--- src/rtl/area_bcd_display_pkg.sv ---
// area_disp_pkg: shared state encoding, default sizes and 7-segment constants
// for the triangle-area BCD display stage.
package area_disp_pkg;

    typedef enum logic [1:0] {IDLE, SHIFT, DONE} state_t;

    localparam int DEF_IN_W   = 21;
    localparam int DEF_DIGITS = 7;

    // Active-low segments ordered {g,f,e,d,c,b,a}
    localparam logic [6:0] SEG_BLANK = 7'h7F;
    localparam logic [6:0] SEG_0     = 7'b1000000;
    localparam logic [6:0] SEG_1     = 7'b1111001;
    localparam logic [6:0] SEG_2     = 7'b0100100;
    localparam logic [6:0] SEG_3     = 7'b0110000;
    localparam logic [6:0] SEG_4     = 7'b0011001;
    localparam logic [6:0] SEG_5     = 7'b0010010;
    localparam logic [6:0] SEG_6     = 7'b0000010;
    localparam logic [6:0] SEG_7     = 7'b1111000;
    localparam logic [6:0] SEG_8     = 7'b0000000;
    localparam logic [6:0] SEG_9     = 7'b0010000;

    // Decimal digits needed to print 2^bits (log10(2) ~= 0.30103)
    function automatic int min_digits(input int bits);
        return bits * 30103 / 100000 + 1;
    endfunction

endpackage

--- src/rtl/area_bcd_display_seg7_decoder.sv ---
// seg7_decoder: one BCD nibble to active-low 7-segment pattern; non-decimal
// nibbles and blanked digits go dark.
module seg7_decoder
    import area_disp_pkg::*;
(
    input  logic [3:0] nibble,
    input  logic       blank,
    output logic [6:0] seg_n
);

    logic [6:0] pattern;

    always_comb begin
        pattern = SEG_BLANK;
        case (nibble)
            4'd0: pattern = SEG_0;
            4'd1: pattern = SEG_1;
            4'd2: pattern = SEG_2;
            4'd3: pattern = SEG_3;
            4'd4: pattern = SEG_4;
            4'd5: pattern = SEG_5;
            4'd6: pattern = SEG_6;
            4'd7: pattern = SEG_7;
            4'd8: pattern = SEG_8;
            4'd9: pattern = SEG_9;
            default: pattern = SEG_BLANK;
        endcase
    end

    assign seg_n = blank ? SEG_BLANK : pattern;

endmodule

--- src/rtl/area_bcd_display.sv ---
// area_bcd_display: |det|/2 with a .5 flag, converted to BCD by serial
// double-dabble (one bit per clock) and decoded for a 7-segment display.
module area_bcd_display
    import area_disp_pkg::*;
#(
    parameter int IN_W   = DEF_IN_W,
    parameter int DIGITS = DEF_DIGITS
) (
    input  logic                  CLOCK_50,
    input  logic                  RST_N,
    input  logic [IN_W-1:0]       det_in,
    input  logic                  in_valid,
    output logic                  in_ready,
    output logic                  out_valid,
    input  logic                  out_ready,
    output logic [4*DIGITS-1:0]   bcd,
    output logic                  half,
    output logic [7*DIGITS-1:0]   seg_n
);

    localparam int BW = 4 * DIGITS;
    localparam int SW = IN_W - 1;
    localparam int CW = $clog2(IN_W);
    localparam logic [7*DIGITS-1:0] SEG_RST = {{(DIGITS-1){SEG_BLANK}}, SEG_0};

    if (DIGITS < min_digits(IN_W - 2)) begin : g_chk
        $error("area_bcd_display: DIGITS=%0d too small for IN_W=%0d", DIGITS, IN_W);
    end

    state_t             state;
    logic [SW-1:0]      sreg;
    logic [BW-1:0]      work;
    logic [CW-1:0]      cnt;
    logic               half_r;
    logic [IN_W-1:0]    mag;
    logic [BW-1:0]      adj;
    logic [BW-1:0]      nxt_work;
    logic [SW-1:0]      nxt_sreg;
    logic [DIGITS-1:0]  blank;
    logic               lead;
    logic [7*DIGITS-1:0] seg_nxt;

    // Two's-complement negate; the most-negative input maps to 2^(IN_W-1) unsigned
    assign mag = det_in[IN_W-1] ? -det_in : det_in;

    always_comb begin
        adj = '0;
        for (int i = 0; i < DIGITS; i++)
            adj[4*i +: 4] = (work[4*i +: 4] >= 4'd5) ? work[4*i +: 4] + 4'd3 : work[4*i +: 4];
    end

    assign {nxt_work, nxt_sreg} = {adj[BW-2:0], sreg, 1'b0};

    // Leading-zero blanking scans from the MSD down; digit 0 always lit
    always_comb begin
        blank = '0;
        lead  = 1'b1;
        for (int i = DIGITS - 1; i > 0; i--) begin
            lead     = lead && (nxt_work[4*i +: 4] == 4'd0);
            blank[i] = lead;
        end
    end

    for (genvar d = 0; d < DIGITS; d++) begin : g_dig
        seg7_decoder u_dec (
            .nibble (nxt_work[4*d +: 4]),
            .blank  (blank[d]),
            .seg_n  (seg_nxt[7*d +: 7])
        );
    end

    always_ff @(posedge CLOCK_50 or negedge RST_N) begin
        if (!RST_N) begin
            state     <= IDLE;
            in_ready  <= 1'b1;
            out_valid <= 1'b0;
            sreg      <= '0;
            work      <= '0;
            cnt       <= '0;
            half_r    <= 1'b0;
            bcd       <= '0;
            half      <= 1'b0;
            seg_n     <= SEG_RST;
        end else begin
            case (state)
                IDLE: if (in_valid) begin
                    sreg     <= mag[IN_W-1:1];
                    half_r   <= mag[0];
                    work     <= '0;
                    cnt      <= CW'(IN_W - 1);
                    in_ready <= 1'b0;
                    state    <= SHIFT;
                end
                SHIFT: begin
                    work <= nxt_work;
                    sreg <= nxt_sreg;
                    cnt  <= cnt - CW'(1);
                    if (cnt == CW'(1)) begin
                        bcd       <= nxt_work;
                        half      <= half_r;
                        seg_n     <= seg_nxt;
                        out_valid <= 1'b1;
                        state     <= DONE;
                    end
                end
                DONE: if (out_ready) begin
                    out_valid <= 1'b0;
                    in_ready  <= 1'b1;
                    state     <= IDLE;
                end
                default: state <= IDLE;
            endcase
        end
    end

endmodule

--- config.mk ---
export PLATFORM = sky130hd
export DESIGN_NAME = area_bcd_display
export DESIGN_NICKNAME = d
export VERILOG_FILES = /design/src/rtl/area_bcd_display_pkg.sv /design/src/rtl/area_bcd_display_seg7_decoder.sv /design/src/rtl/area_bcd_display.sv
export SDC_FILE = /design/constraint.sdc
export NUM_CORES = 1
export LEC_CHECK = 0
export ABC_AREA = 1
export BUFFER_PORTS_ARGS = -buffer_cell sky130_fd_sc_hd__buf_2
export CAP_MARGIN = 20
export CORE_MARGIN = 10
export CORE_UTILIZATION = 25
export CTS_BUF_LIST = sky130_fd_sc_hd__clkbuf_16
export DETAILED_ROUTE_END_ITERATION = 10
export MAX_ROUTING_LAYER = met4
export PLACE_DENSITY = 0.44
export SYNTH_ARGS = -nofsm -noshare
export SYNTH_HDL_FRONTEND = slang
export SYNTH_SLANG_ARGS = --single-unit
--- constraint.sdc ---
create_clock -name CLOCK_50 -period 3.2 [get_ports CLOCK_50]
set_clock_uncertainty 0.1 [all_clocks]
set_input_delay 0.48 -clock CLOCK_50 [delete_from_list [all_inputs] [get_ports CLOCK_50]]
set_output_delay 0.48 -clock CLOCK_50 [all_outputs]
set_load 0.01 [all_outputs]
After elaboration in Yosys (flattened, before gate mapping)
Memory sizes are Yosys's and may differ from the RTL's. A register that Yosys moved wholly into a read port is not among the register bits.
Index checks and enable logic that the tools add are counted.
Word-level totals
  bits in registers: 136
  bits in latches: 0
  bits in writable memories: 0
  memory bits (read-only): 784
  input port bits: 25
  output and inout bits: 80
  logic and storage cells: 91
  memories: 7
Operators by class
  add/sub/neg operators: 9
  $mul: 0
  div/mod/pow operators: 0
  magnitude comparators: 7
  equal/unequal tests: 6
  shift-type cells: 0
  muxes and demuxes: 30
  bitwise logic cells: 0
  reduce and logical (&&, ||, !) cells: 22
Memories
  (name not given): words 16, bits a word 7, read ports 1, clocked after Yosys merged registers in 1, write ports 0, line area_bcd_display_seg7_decoder.sv:15  | case (nibble)
  (name not given): words 16, bits a word 7, read ports 1, clocked after Yosys merged registers in 0, write ports 0, line area_bcd_display_seg7_decoder.sv:15
  (name not given): words 16, bits a word 7, read ports 1, clocked after Yosys merged registers in 0, write ports 0, line area_bcd_display_seg7_decoder.sv:15
  (name not given): words 16, bits a word 7, read ports 1, clocked after Yosys merged registers in 0, write ports 0, line area_bcd_display_seg7_decoder.sv:15
  (name not given): words 16, bits a word 7, read ports 1, clocked after Yosys merged registers in 0, write ports 0, line area_bcd_display_seg7_decoder.sv:15
  (name not given): words 16, bits a word 7, read ports 1, clocked after Yosys merged registers in 0, write ports 0, line area_bcd_display_seg7_decoder.sv:15
  +1 memories
Operators by type and width (count)
  $pmux W28 S2: 1
  $mux W7: 6
  $pmux W20 S2: 1
  $ge A4 B3 Y1 const B: 7
  $mux W28: 1
  $add A4 B2 Y4 const B: 6
  $logic_not A4 Y1: 6
  $mux W4: 6
  $mux W21: 1
  $neg A21 Y21: 1
  $mux W20: 1
  $pmux W5 S2: 1
  $reduce_and A3 Y1: 3
  $mux W2: 3
  $ne A2 B2 Y1 const B: 3
  $pmux W2 S3: 1
  $reduce_and A2 Y1: 3
  $reduce_bool A2 Y1: 3
  $eq A5 B1 Y1 const B: 1
  $logic_and A1 B1 Y1: 5
  $mux W5: 1
  $sub A5 B1 Y5 const B: 1
  $mux W1: 4
  $pmux W1 S2: 2
  6 further kinds: 6

Longest topological paths before layout
  word-level depth: 9
  gate-level depth with buffers: 17
  gate-level depth less buffers: 17

Cells and area by module
A second synthesis with hierarchy kept.
Unflattened totals
  cells, all modules: 1051
  area, all modules: 8050.2 um^2
By module, submodules not included
  area_bcd_display: times used 1, cells each 792, area each 6612.6 um^2, seq. area each 3458.3 um^2
  seg7_decoder (g_dig[0].u_dec ...): times used 5, cells each 37, area each 203.9 um^2, seq. area each 0.0 um^2
  seg7_decoder (g_dig[1].u_dec ...): times used 2, cells each 37, area each 209.0 um^2, seq. area each 0.0 um^2

Worst setup path after synthesis
OpenSTA, ideal clock, no wires.
  path kind: register -> register
  start: register work[0]
  end: register seg_n[3]
  setup time: 128 ps
  data arrival time: 2013 ps
  data required time: 2972 ps
  slack: 959 ps
  stages on the path, launching flop included: 12
  path buffers: 0
  period minus slack after synthesis: 2241 ps
  path through: dfrtp_1 > inv_1 > ha_1 > inv_1 > nand2_1 > nand3_1 > xor2_1 > inv_1 > ha_1 > or2_2 > nand2_1 > a21oi_1
Between the ends
  longest elaborated chain between the ends: 2
  elaborated cells between the ends (all ways): 3
  those cells by class: 1 x add/sub; 1 x order compare; 1 x mux
RTL lines
  from (decl): line area_bcd_display.sv:32  | logic [BW-1:0] work;
  from (signal assigned): line area_bcd_display.sv:95  | work <= nxt_work;
  $add A4 B2 Y4 or $ge A4 B3 Y1 (tied branches): line area_bcd_display.sv:49  | adj[4*i +: 4] = (work[4*i +: 4] >= 4'd5) ? work[4*i +: 4] + 4'd3 : work[4*i +: 4];
  $mux W4 (*): line area_bcd_display.sv:49
  via adj[0]: line area_bcd_display.sv:36  | logic [BW-1:0] adj;
  to (decl): line area_bcd_display.sv:18  | output logic [7*DIGITS-1:0] seg_n
Mark *: on every way through the listed nets, which the timed path passes. The rest lies on a longest branch.
A chain may end at the register's enable or synchronous reset.

Worst setup path in the final report
  start: register work[5]
  end: register seg_n[11]
Between the ends
  elaborated cells between the ends (all ways): 9
  those cells by class: 1 x add/sub; 1 x order compare; 2 x mux; 4 x reduce/logical; 1 x memory
RTL lines
  $ge A4 B3 Y1 (*): line area_bcd_display.sv:49
  $mux W4 (*): line area_bcd_display.sv:49
  via adj[4]: line area_bcd_display.sv:36
  branches (longest 2 deep; another with $mem_v2 Z16 W7)
  $mux W7 (*): line area_bcd_display_seg7_decoder.sv:30  | assign seg_n = blank ? SEG_BLANK : pattern;
  to (signal assigned): line area_bcd_display.sv:101  | seg_n <= seg_nxt;
Mark *: on every way through the listed nets, which the timed path passes.

==> reports/metrics.cfg <==
[status]
status = completed

[floorplan]
fp.dieW_um = 195
start_util_pct = 25.2
num_rows = 64
pin_count = 105
die_h_um = 195
die_area_um2 = 38000
core_um2 = 30400

[detailed_routing]
drtIter0Drc = 378
routedWlPerCell_um = 13.8
vias_per_cell = 4.40
drtAntennaViolNets = 0
firstDrtPassIters = 5
drcViolationCount = 0
routed_wl_um = 19800
vias = 6314

[synthesis]
ys_types = 46
yosys-top-cells-count = nand2_1, inv_1, nor2_1, dfrtp_1, o21ai_0
avgSynthCellArea_um2 = 8.30
synthArstFlopShare_pct = 100
synth_edf_count = 0
syn_area_um2 = 7650
synthesis.instances = 922
synthFlopType = dfrtp_1
yosysWarnings = 0
yosysMostFrequentCell = nand2_1
synth_top_area_share_pct = 30.1
yosys-top-cells-area = dfrtp_1, dfstp_2, nand2_1
synth_fp_nets = 999
synth_top_area_cell = dfrtp_1
ys_ff_latch = 136
seq_area_frac_synth_pct = 45.2

[setup_path]
crit_start = work[5]$_DFFE_PN0P_
cp_max_fo = 7
crit_chain = inv_1, ha_1, inv_1, o21ai_2, nand2_2, xor2_1, inv_1, ha_1, inv_1, nand2_1, o21ai_0, a21oi_1, a21oi_1
path_buf_inv = 4
ff2ff_path_depth = 13
critPathKind = register to register
endpoint_kind = register
worstSetupStartpointType = register
path_depth = 13
ff2ff_setup_slack_ns = 0.64
critical-path-top-cell-by-count = inv_1
cpMaxStageDelayCell = xor2_1
r2r-end = seg_n[11]$_DFFE_PN1P_
r2r_start = work[5]$_DFFE_PN0P_
crit_required_ns = 3.46
critPathTopFamily = XOR/XNOR gates
max_stage_delay_ns = 0.50
arrival_ns = 2.81
endpoint = seg_n[11]$_DFFE_PN1P_

[pwr]
cellPowerDensity_nw_per_um2 = 1210
total_power_mw = 11.2
ir_drop_mv = 0.364
leakagePower_nw = 4.49

[global_route]
grt_pass1_wl_um = 33500
grt_max_degree = 71
antenna_found_initial = 0
track_usage_pct = 10.9
grt_pass1_vias = 6395
overflow = 0

[cells_and_area]
drive_gt1_share_pct = 22.4
antenna_cells = 0
stdcell_count = 1436
fill_cells = 3326
syn_to_final_growth_pct = 20.7
seq_area_um2 = 3460
fin_nets = 1104
multiInputGateArea_um2 = 3650
design_area_um2 = 9240

[place]
dp_hpwl_um = 14400
dpl_cell_area_um2 = 8650
finalWeightedCongestion = 0.793
dp_cells = 1403
port_buffers = 104

[hold_path]
holdPathStages = 2
hold_path_class = input port to register

[cts]
htreeDepth = 4
clock_latency_ns = 0.43
clockBufferDepth = 2
cts.sinks = 136
postCtsSetupRepairBufs = 0
cts.clk_slew.worst_paths_ns = 0.06
cts_buffers = 17
cts_tree = done
clockRootBuffer = clkbuf_16

[sta]
drv_slew = 0
tightest_slew_ns = 0.700
whs_ns = 0.191
setup_viol = 0
timing.setup.tns_ns = 0
relSlewSlack_pct = 53.3
rsz0062_at_grt = no
hold_viol_final = 0
fin_crit_ns = 2.56
fmax_mhz = 391
finalCritPeriodShare_pct = 79.8

[job]
drv_cap = 0

==> through the flow <==
step	util [%]	setup slack, ns
floorplan	-	0.959
global placement	28.4	0.647
detailed placement	28.4	0.617
CTS	30.4	0.608
global route	30.4	0.330
finish	30.4	0.645
==> area by class of cell <==
| class | instances | area share, % |
|---|---|---|
| well taps | 396 | 5.36 |
| repair buffers | 115 | 6.89 |
| clock buffers | 17 | 4.60 |
| multi-input cells | 644 | 39.5 |
| flip-flops and latches | 136 | 37.4 |
| clock inverters | 15 | 1.64 |
| inverters | 113 | 4.59 |
==> registers in the layout (all words and copies together), names as in the netlist <==
name       flops
seg_n         49
bcd           28
work          28
sreg          20
cnt            5
state          2
half           1
half_r         1
in_ready       1
out_valid      1
==> cell families (layout without fill, tap and decap cells) <==
family | count (synthesis) | after routing | synth area share, %
simple gates | 355 | 355 | 20.1
buf+inv | 142 | 260 | 7.16
xor+xnor | 22 | 22 | 2.91
mux | 1 | 1 | 0.131
flops | 136 | 136 | 45.2
fa+ha+maj | 52 | 52 | 8.50
compound gates | 214 | 214 | 16.0
==> metal layers <==
metal  global-route usage (%)  wire length [um]  part of all wire (%)
met5                        -                 0                     0
met4                     2.88               202                   1.0
met3                     2.45               679                   3.4
met2                     17.0              8990                    45
met1                     13.9              9950                    50
==> worst reg2reg max path: cells and delay by family (launching register included) <==
family                     cells  cell delay (ns)
adders and majority gates      2             0.41
DFF                            1             0.42
xor gates and xnor gates       1             0.50
AOI/OAI and AO/OA              4             0.46
buffers and inverters          4             0.44
and+or+nand+nor                2             0.17
==> cells in the final DEF (no fill, tap or decap), types with 5 or more instances in the layout <==
master     Yosys  final
inv_1        103    104
nand2_2        6      6
or2_2          5      5
nand3_1       34     34
buf_2          9    103
nand2_1      182    182
a21oi_1       58     58
o22ai_1       30     30
buf_4          1      8
inv_2          9      9
nor2_1       100    100
o21ai_1        9      9
o21ai_0       77     77
a22oi_1       15     15
a31oi_1       12     12
nor2_2         5      5
dfstp_2       44     44
nand4_1        6      6
clkbuf_16      0     17
ha_1          52     52
xor2_1        15     15
dfrtp_1       92     92
==> power breakdown <==
part	switching (mW)	leakage (nW)	internal, mW	total (mW)
clock network	0.814	0.275	1.15	1.96
logic	3.88	2.60	2.06	5.95
registers	0.493	1.61	2.76	3.25
total	5.19	4.49	5.97	11.2
==> worst min-delay path by stage <==
stage / from / to / slack, ns
after detailed placement: in_ready$_DFFE_PN1P_ / in_ready$_DFFE_PN1P_ / 0.35
after global placement: half$_DFFE_PN0P_ / half$_DFFE_PN0P_ / 0.35
after CTS: out_ready / state[1]$_DFFE_PN0P_ / 0.17
after global routing: out_ready / state[1]$_DFFE_PN0P_ / 0.19
final: out_ready / state[1]$_DFFE_PN0P_ / 0.19
after floorplan: RST_N / bcd[0]$_DFFE_PN0P_ / 0.08
==> timing repair <==
action                                 in CTS  in global routing
gates resized for setup                     0                  0
endpoints found under the hold margin      38                  0
hold buffers                                1                  0
Note: power is estimated with default switching activity, not from simulation.
